**src/rtl/matrix_stream_io.sv**
```systemverilog
// Serial element stream <-> parallel 2x2 matrix multiplier adapter.
// Loads A then B element by element, starts the multiplier, and streams the product back out.
module matrix_stream_io #(
  parameter int ELEM_W  = 3,
  parameter int RES_W   = 6,
  parameter int TIMEOUT = 64
) (
  input  logic                clock,
  input  logic                reset,
  input  logic                in_valid,
  output logic                in_ready,
  input  logic [ELEM_W-1:0]   in_elem,
  output logic [4*ELEM_W-1:0] matrix_A,
  output logic [4*ELEM_W-1:0] matrix_B,
  output logic                mm_start,
  input  logic                mm_done,
  input  logic [4*RES_W-1:0]  mm_result,
  output logic                out_valid,
  input  logic                out_ready,
  output logic [RES_W-1:0]    out_elem,
  output logic [1:0]          out_index,
  output logic                out_last,
  output logic                err
);

  localparam logic [2:0] LOAD_A = 3'd0;
  localparam logic [2:0] LOAD_B = 3'd1;
  localparam logic [2:0] START  = 3'd2;
  localparam logic [2:0] WAIT   = 3'd3;
  localparam logic [2:0] SEND   = 3'd4;

  localparam int WC_W = (TIMEOUT > 2) ? $clog2(TIMEOUT) : 1;
  localparam logic [WC_W-1:0] WC_MAX = WC_W'(TIMEOUT - 1);

  logic [2:0]                state;
  logic [1:0]                cnt;
  logic [WC_W-1:0]           wcnt;
  logic [3:0][ELEM_W-1:0]    a_q;
  logic [3:0][ELEM_W-1:0]    b_q;
  logic [3:0][RES_W-1:0]     res_q;

  assign matrix_A = a_q;
  assign matrix_B = b_q;

  // Handshake outputs are forced low while reset is held, not just after the edge.
  always_comb begin
    in_ready  = !reset && (state == LOAD_A || state == LOAD_B);
    mm_start  = !reset && (state == START);
    out_valid = !reset && (state == SEND);
    out_index = out_valid ? cnt : 2'd0;
    out_elem  = out_valid ? res_q[cnt] : '0;
    out_last  = out_valid && (cnt == 2'd3);
  end

  always_ff @(posedge clock) begin
    if (reset) begin
      state <= LOAD_A;
      cnt   <= 2'd0;
      wcnt  <= '0;
      a_q   <= '0;
      b_q   <= '0;
      res_q <= '0;
      err   <= 1'b0;
    end else begin
      case (state)
        LOAD_A: if (in_valid) begin
          a_q[cnt] <= in_elem;
          if (cnt == 2'd0) err <= 1'b0;
          cnt <= cnt + 2'd1;
          if (cnt == 2'd3) state <= LOAD_B;
        end
        LOAD_B: if (in_valid) begin
          b_q[cnt] <= in_elem;
          cnt <= cnt + 2'd1;
          if (cnt == 2'd3) state <= START;
        end
        START: begin
          wcnt  <= '0;
          state <= WAIT;
        end
        // A late mm_done on the timeout cycle still counts as success.
        WAIT: if (mm_done) begin
          res_q <= mm_result;
          err   <= 1'b0;
          state <= SEND;
        end else if (wcnt == WC_MAX) begin
          res_q <= '0;
          err   <= 1'b1;
          state <= SEND;
        end else begin
          wcnt <= wcnt + 1'b1;
        end
        SEND: if (out_ready) begin
          cnt <= cnt + 2'd1;
          if (cnt == 2'd3) state <= LOAD_A;
        end
        default: state <= LOAD_A;
      endcase
    end
  end

endmodule

```
**config.mk**
```make
export PLATFORM = sky130hd
export DESIGN_NAME = matrix_stream_io
export DESIGN_NICKNAME = d
export VERILOG_FILES = /design/src/rtl/matrix_stream_io.sv
export SDC_FILE = /design/constraint.sdc
export NUM_CORES = 1
export LEC_CHECK = 0
export ABC_AREA = 1
export CORE_UTILIZATION = 49
export CTS_CLUSTER_DIAMETER = 40
export DETAILED_ROUTE_END_ITERATION = 8
export PLACE_DENSITY = 0.82
export SLEW_MARGIN = 10
export SYNTH_ARGS = -nofsm -noshare
export SYNTH_HDL_FRONTEND = slang
export SYNTH_SLANG_ARGS = --single-unit
```
**constraint.sdc**
```tcl
create_clock -name clock -period 1.9 [get_ports clock]
set_clock_uncertainty 0.1 [all_clocks]
set_input_delay 0.38 -clock clock [delete_from_list [all_inputs] [get_ports clock]]
set_output_delay 0.38 -clock clock [all_outputs]
set_load 0.01 [all_outputs]
```
======== Yosys cells after proc, flatten, opt, wreduce, memory -nomap -nowiden ========
Cells that the tools add are included.
operators by class
  add/subtract/negate cells ............... 2
  $mul .................................... 0
  div/mod/pow operators ................... 0
  order comparisons ....................... 2
  equality and inequality tests ........... 17
  shifts and indexed selects .............. 0
  muxes and demuxes ....................... 30
  bitwise logic cells ..................... 0
  reduce and logical (&&, ||, !) cells .... 21
operator list
  cell                                                    number
  2-to-1 mux 24 bit                                       2
  2-to-1 mux 3 bit                                        9
  bitwise mux 12 bit                                      2
  2-to-1 mux 6 bit                                        4
  one-hot mux 3 bit (5 select lines)                      1
  binary-select mux 6 bit (select 2 bit)                  1
  one-hot mux 6 bit (2 select lines)                      1
  inequality test 2 x 1 -> 1 bit (second input constant)  5
  inequality test 2 bit (second input constant)           5
  nonzero test 2 bit                                      4
  AND reduction 7 bit                                     1
  adder 6 x 1 -> 6 bit (second input constant)            1
  demux 3 bit (select 2 bit)                              1
  equality test 3 x 2 -> 1 bit (second input constant)    2
  equality test 6 bit (second input constant)             1
  2-to-1 mux 2 bit                                        3
  AND reduction 2 bit                                     3
  AND reduction 3 bit                                     2
  logical AND 1 bit                                       5
  2-to-1 mux 1 bit                                        4
  one-hot mux 2 bit (2 select lines)                      1
  AND reduction 4 bit                                     1
  equality test 3 x 1 -> 1 bit (second input constant)    1
  equality test 3 bit (second input constant)             1
  other kinds (11)                                        11
word-level totals
  flip-flop bits (word level) ............. 60
  bits in latches ......................... 0
  memory bits (writable) .................. 0
  ROM bits ................................ 0
  input port bits ......................... 32
  output and inout port bits .............. 37
  word-level logic and storage cells ...... 88
  memories ................................ 0

======== Longest topological paths before layout ========
  depth in word-level cells ............... 5
  mapped depth ............................ 9
  gate-level depth less buffers ........... 9

======== Worst setup path before layout ========
Ideal clock, no wire load.
  path kind ............................... reg2out
  start ................................... register cnt[0]
  end ..................................... output port out_elem[4]
  arrival ................................. 1.144 ns
  required time ........................... 1.420 ns
  path slack .............................. 0.276 ns
  cell stages (with the launch flop) ...... 6
  buffers on the path ..................... 1
  path through ............................ dfxtp_1 > clkbuf_1 > nor2_1 > nor2_1 > o21ai_0 > a21oi_1
on the way
  cells in the longest elaborated chain, start to end .. 3
RTL lines
  element                                 line  text
  start, declared                         36    logic [1:0] cnt;
  start signal, assigned                  69    cnt <= cnt + 2'd1;
  start signal, assigned                  74    cnt <= cnt + 2'd1;
  start signal, assigned                  94    cnt <= cnt + 2'd1;
  binary-select mux 6 bit (select 2 bit)  51    out_elem = out_valid ? res_q[cnt] : '0;
  2-to-1 mux 6 bit (implied by the code)  51
  2-to-1 mux 6 bit                        51
  end, declared                           20    output logic [RES_W-1:0] out_elem,
No other way between the ends. The select of a mux whose other input is x is not followed.

======== Final worst setup path ========
  start ................................... register state[2]
  end ..................................... output port in_ready
on the way
  cells in the longest elaborated chain, start to end .. 3
  elaborated cells on any way between the ends .. 4
RTL lines
  element                                                          line  text
  start, declared                                                  35    logic [2:0] state;
  start signal, assigned                                           57    state <= LOAD_A;
  start signal, assigned                                           70    if (cnt == 2'd3) state <= LOAD_B;
  start signal, assigned                                           75    if (cnt == 2'd3) state <= START;
  equality test 3 x 1 -> 1 bit or zero test 3 bit (tied branches)  47    in_ready = !reset && (state == LOAD_A || state == LOAD_B);
  logical OR 1 bit (*)                                             47
  logical AND 1 bit (*)                                            47
  end, declared                                                    11    output logic in_ready,
Mark *: on every way between the ends. The rest lies on a longest branch, timed or not.

==> results <==
- Data on the critical path arrives at its endpoint at 1.39 ns.
- The post-cts hold buffer count is 0.
- Buffers placed on the I/O ports in this run total just under 70.
- Counting every instance in the synthesized netlist gives slightly below 400.
- For this run, the post-layout net count is 504.
- The critical hold path startpoint is reset.
- The combined area of the multi-input logic cells is about 0.0014 mm2.
- For the worst setup path, the data required time is roughly 1.4 ns.
- In this run the cell area measured after placement is between 0.003 and 0.004 mm2.
- The net switching power is 0.000641 W.
- The clock reaches the later pin of the worst-skew pair after 0.34 ns.
- The register area is between 0.001 and 0.0015 mm2.
- The average via count per standard cell is 5.30.
- The most common cell in the synthesized netlist is nand2_1.
- The clock network is responsible for between 40 and 50% of the overall power.
- The fraction of registers with async set or reset after synthesis is 0%.
- The power share of the combinational group is a little under a tenth.
- From left edge to right edge, the die measures around 76 um.
- The critical path in this run is classified as reg2out.
- The top cell type's share of synthesized area is about 44%.
- The number of warnings issued by yosys is 0.
- The max-cap violation count is 0.
- The placer congestion estimate is 0.832.
- The number of hold-slack violations in the final timing report is 0.
- The tightest hold path in the finished design has a slack of roughly 0.22 ns.
- Compared with the post-synthesis result, the final layout area differs by 41.6%.
- The detailed-router iteration count before antenna repair is 4.
- The library cell used as clock root buffer is clkbuf_8.
- The number of remaining DRC errors is 0.
- The post-layout instance area is just under 0.004 mm2.
- The core box area is roughly 0.0052 mm2.
- The worst vdd rail ir drop is about 0.55 mV.
- In this run the core area contains 26 standard-cell rows.
- The aggregate routed wire length is 7130 um.
- In this run, CTS created clock tree buffers numbering 9.
- The leading register cell type out of synthesis is dfxtp_1.
- In this run the remaining antenna-violating nets after routing total 0.
- The areal power density over the cells is around 800 mW/mm2.
- The worst setup path is captured at an output port.
- Entering global routing, the biggest net connects 37 pins.
- For the pin with the worst max-slew slack, the measured transition is between 0.3 and 0.4 ns.
- Dividing the detail-routed wire length by the instance count gives 13.2 um.
- The reported leakage power is 1.43 nW.
- The nature of the critical path startpoint is a flop.
- The area of the die is between 0.005 and 0.006 mm2.
- The via count of the first global-routing pass was 2584.
- Across every metal layer, demand over resource in global routing totals 24.8%.
- The number of vias in the routed layout is 2870.
- The final-layout fill cell count is roughly 410.
- Each instance of the synthesized netlist takes up on average approximately 7 um2.
- The height of the die is between 70 and 80 um.
- On the worst path, the slowest cell contributes a delay of around 0.36 ns.
- The TritonCTS clock tree is done.
- The startpoint identified for the worst register-to-register timing path is state[1].
- The library cell occupying the most area in the post-synthesis netlist is dfxtp_1.
- OpenSTA, run right after detailed placement, puts the worst setup slack at -0.133 ns.
- Among all stages on the critical path, the largest delay is contributed by dfxtp_1.
- The number of nets in the synthesized netlist is between 400 and 500.
- Counting distinct cell types in the post-synthesis netlist gives 17.
- The number of antenna diodes in the final layout is 0.
- Counting flops with a built-in enable in the synthesized netlist gives 0.
- The commonest cells after synthesis are nand2_1, a21oi_1, dfxtp_1, nand3_1, nor2_1.
- The number of design-rule violations left by the first detailed-router iteration is approximately 150.
- The final non-filler cell total is 542.
- In this run switching power makes up about a fifth of total power.
- The number of buffers on the longest clock path is 2.
- Once layout is complete, the utilization of the core stands at approximately three quarters.
- The TritonCTS sink count is 60.
- After clock tree synthesis, the clock-pin slew on the worst setup and hold paths is 0.07 ns.
- The worst path needs approximately 1.9 ns of the cycle, external delays included.
- The initial core utilization is about half.
- The number of antenna violations at the first check in global routing is 0.
- The internal portion of the total power is roughly 0.0024 W.
- The run finished with clean final reports.
- The worst hold path belongs to the class in2reg.
- Across all setup checks in the final design, the least slack found is 0.0278 ns.
- Based on the critical path, the design can be clocked at up to 0.534 GHz.
- The final max-slew violation count is 0.
- The worst-path maximum fanout is 5.
- Traced cell by cell, the critical path runs through buf_4 > nor3_1 > dlygate4sd2_1.
- The placed cell count is 522.
- The share of final-layout standard cells stronger than drive strength 1 is between 10% and 20%.
- The most critical setup path has its startpoint at state[2].
- In this run, synthesis produced a sequential element count of 60.
- After synthesis, the cell types taking the most area are dfxtp_1, nand2_1, a21oi_1, nand3_1, nor2_1.
- The total congestion overflow after global routing is 0.
- The share of the Yosys chip area taken by registers is between 40% and 50%.
- Setup violations remaining at the end of the flow were counted as 0.
- CTS built an H-tree with a depth of 3.
- The portion of total power attributed to sequential cells is a little over two fifths.
- For this design the top-level I/O count stands at 69.
- The final HPWL from detailed placement is between 4000 and 5000 um.
- The worst pin sits at a relative slew slack of between 70% and 80%.
- The first global-routing pass estimated around 12000 um of wire.
- The worst path uses 98.5% of the clock period.
- The mapped netlist covers 0.00272 mm2.
-- worst max-delay path: cells and delay by family, from the launching register on --
family                 cells  cell delay [ns]
buffers and inverters      2             0.48
flip-flops                 1             0.36
AND/OR/NAND/NOR            1             0.22
-- final cells by class --
cell class | count | area share, %
Clock buffer | 13 | 4.65
Clock inverter | 3 | 2.34
Inverter | 15 | 1.49
Multi-Input combinational cell | 286 | 35.4
Sequential cell | 60 | 31.3
Tap cell | 70 | 2.27
Timing Repair Buffer | 95 | 22.5
-- state kept, by name, summed over array words and instances (netlist names) --
name      flops
err           1
state         3
cnt           2
matrix_B     12
wcnt          6
matrix_A     12
res_q        24
-- power groups by stage --
stage          clock network (W)  registers (W)  logic, W
2_1_floorplan                  0        0.00131  0.000124
3_3_place_gp                   0        0.00131  0.000260
3_5_place_dp                   0        0.00131  0.000264
4_1_cts                  0.00152        0.00128  0.000270
5_1_grt                  0.00158        0.00128  0.000302
6_report                 0.00150        0.00128  0.000280
-- placed cells by master (no fill, tap or decap), types with 4 or more instances in the layout --
master           Yosys  layout
ha_1                 5       5
buf_2               13      10
buf_4                3      21
nor2_2               1       4
nand2_1             87      87
buf_6                0       4
nor2_4               3       5
a21oi_1             64      63
o21ai_0             15       9
nand3_1             60      59
o21ai_1              0       6
nor2_1              47      42
clkbuf_8             0      13
dfxtp_1             60      58
clkdlybuf4s50_1      0      55
inv_1               14      13
-- kinds of logic after synthesis --
logic type               Yosys count  share of synthesized area (%)
AO/OA/AOI/OAI                     80                           14.9
XOR/XNOR                           2                          0.644
adder cells (fa/ha/maj)            5                           2.30
buffers and inverters             42                           6.81
flip-flops                        60                           44.2
AND/OR/NAND/NOR                  199                           31.2
-- through the flow --
stage	setup TNS [ns]	total power [W]
2_1_floorplan	0	0.00144
3_3_place_gp	-0.926	0.00157
3_5_place_dp	-1.02	0.00157
4_1_cts	0	0.00307
5_1_grt	-0.0335	0.00316
6_report	0	0.00306
-- timing repair --
item,in CTS,in global routing
setup buffers,4,0
resized for setup,45,21
setup endpoints to repair,12,12
cloned,0,0
pin swaps,3,7
-- path summary, 6_finish.rpt --
| check | endpoint | slack, ns | depth (start not counted) |
|---|---|---|---|
| setup reg to reg | matrix_A[10] | 0.11 | 12 |
| hold / removal | state[0] | 0.22 | 4 |
| setup / recovery | in_ready | 0.03 | 3 |
| hold reg to reg | matrix_A[3] | 0.36 | 2 |
-- per-layer routing --
metal	part of all wire, %	global-route usage [%]
met3	4.3	4.67
met2	50	43.4
met4	2.2	12.3
met1	43	28.8
met5	0	0
Note: power is estimated with default switching activity, not from simulation.
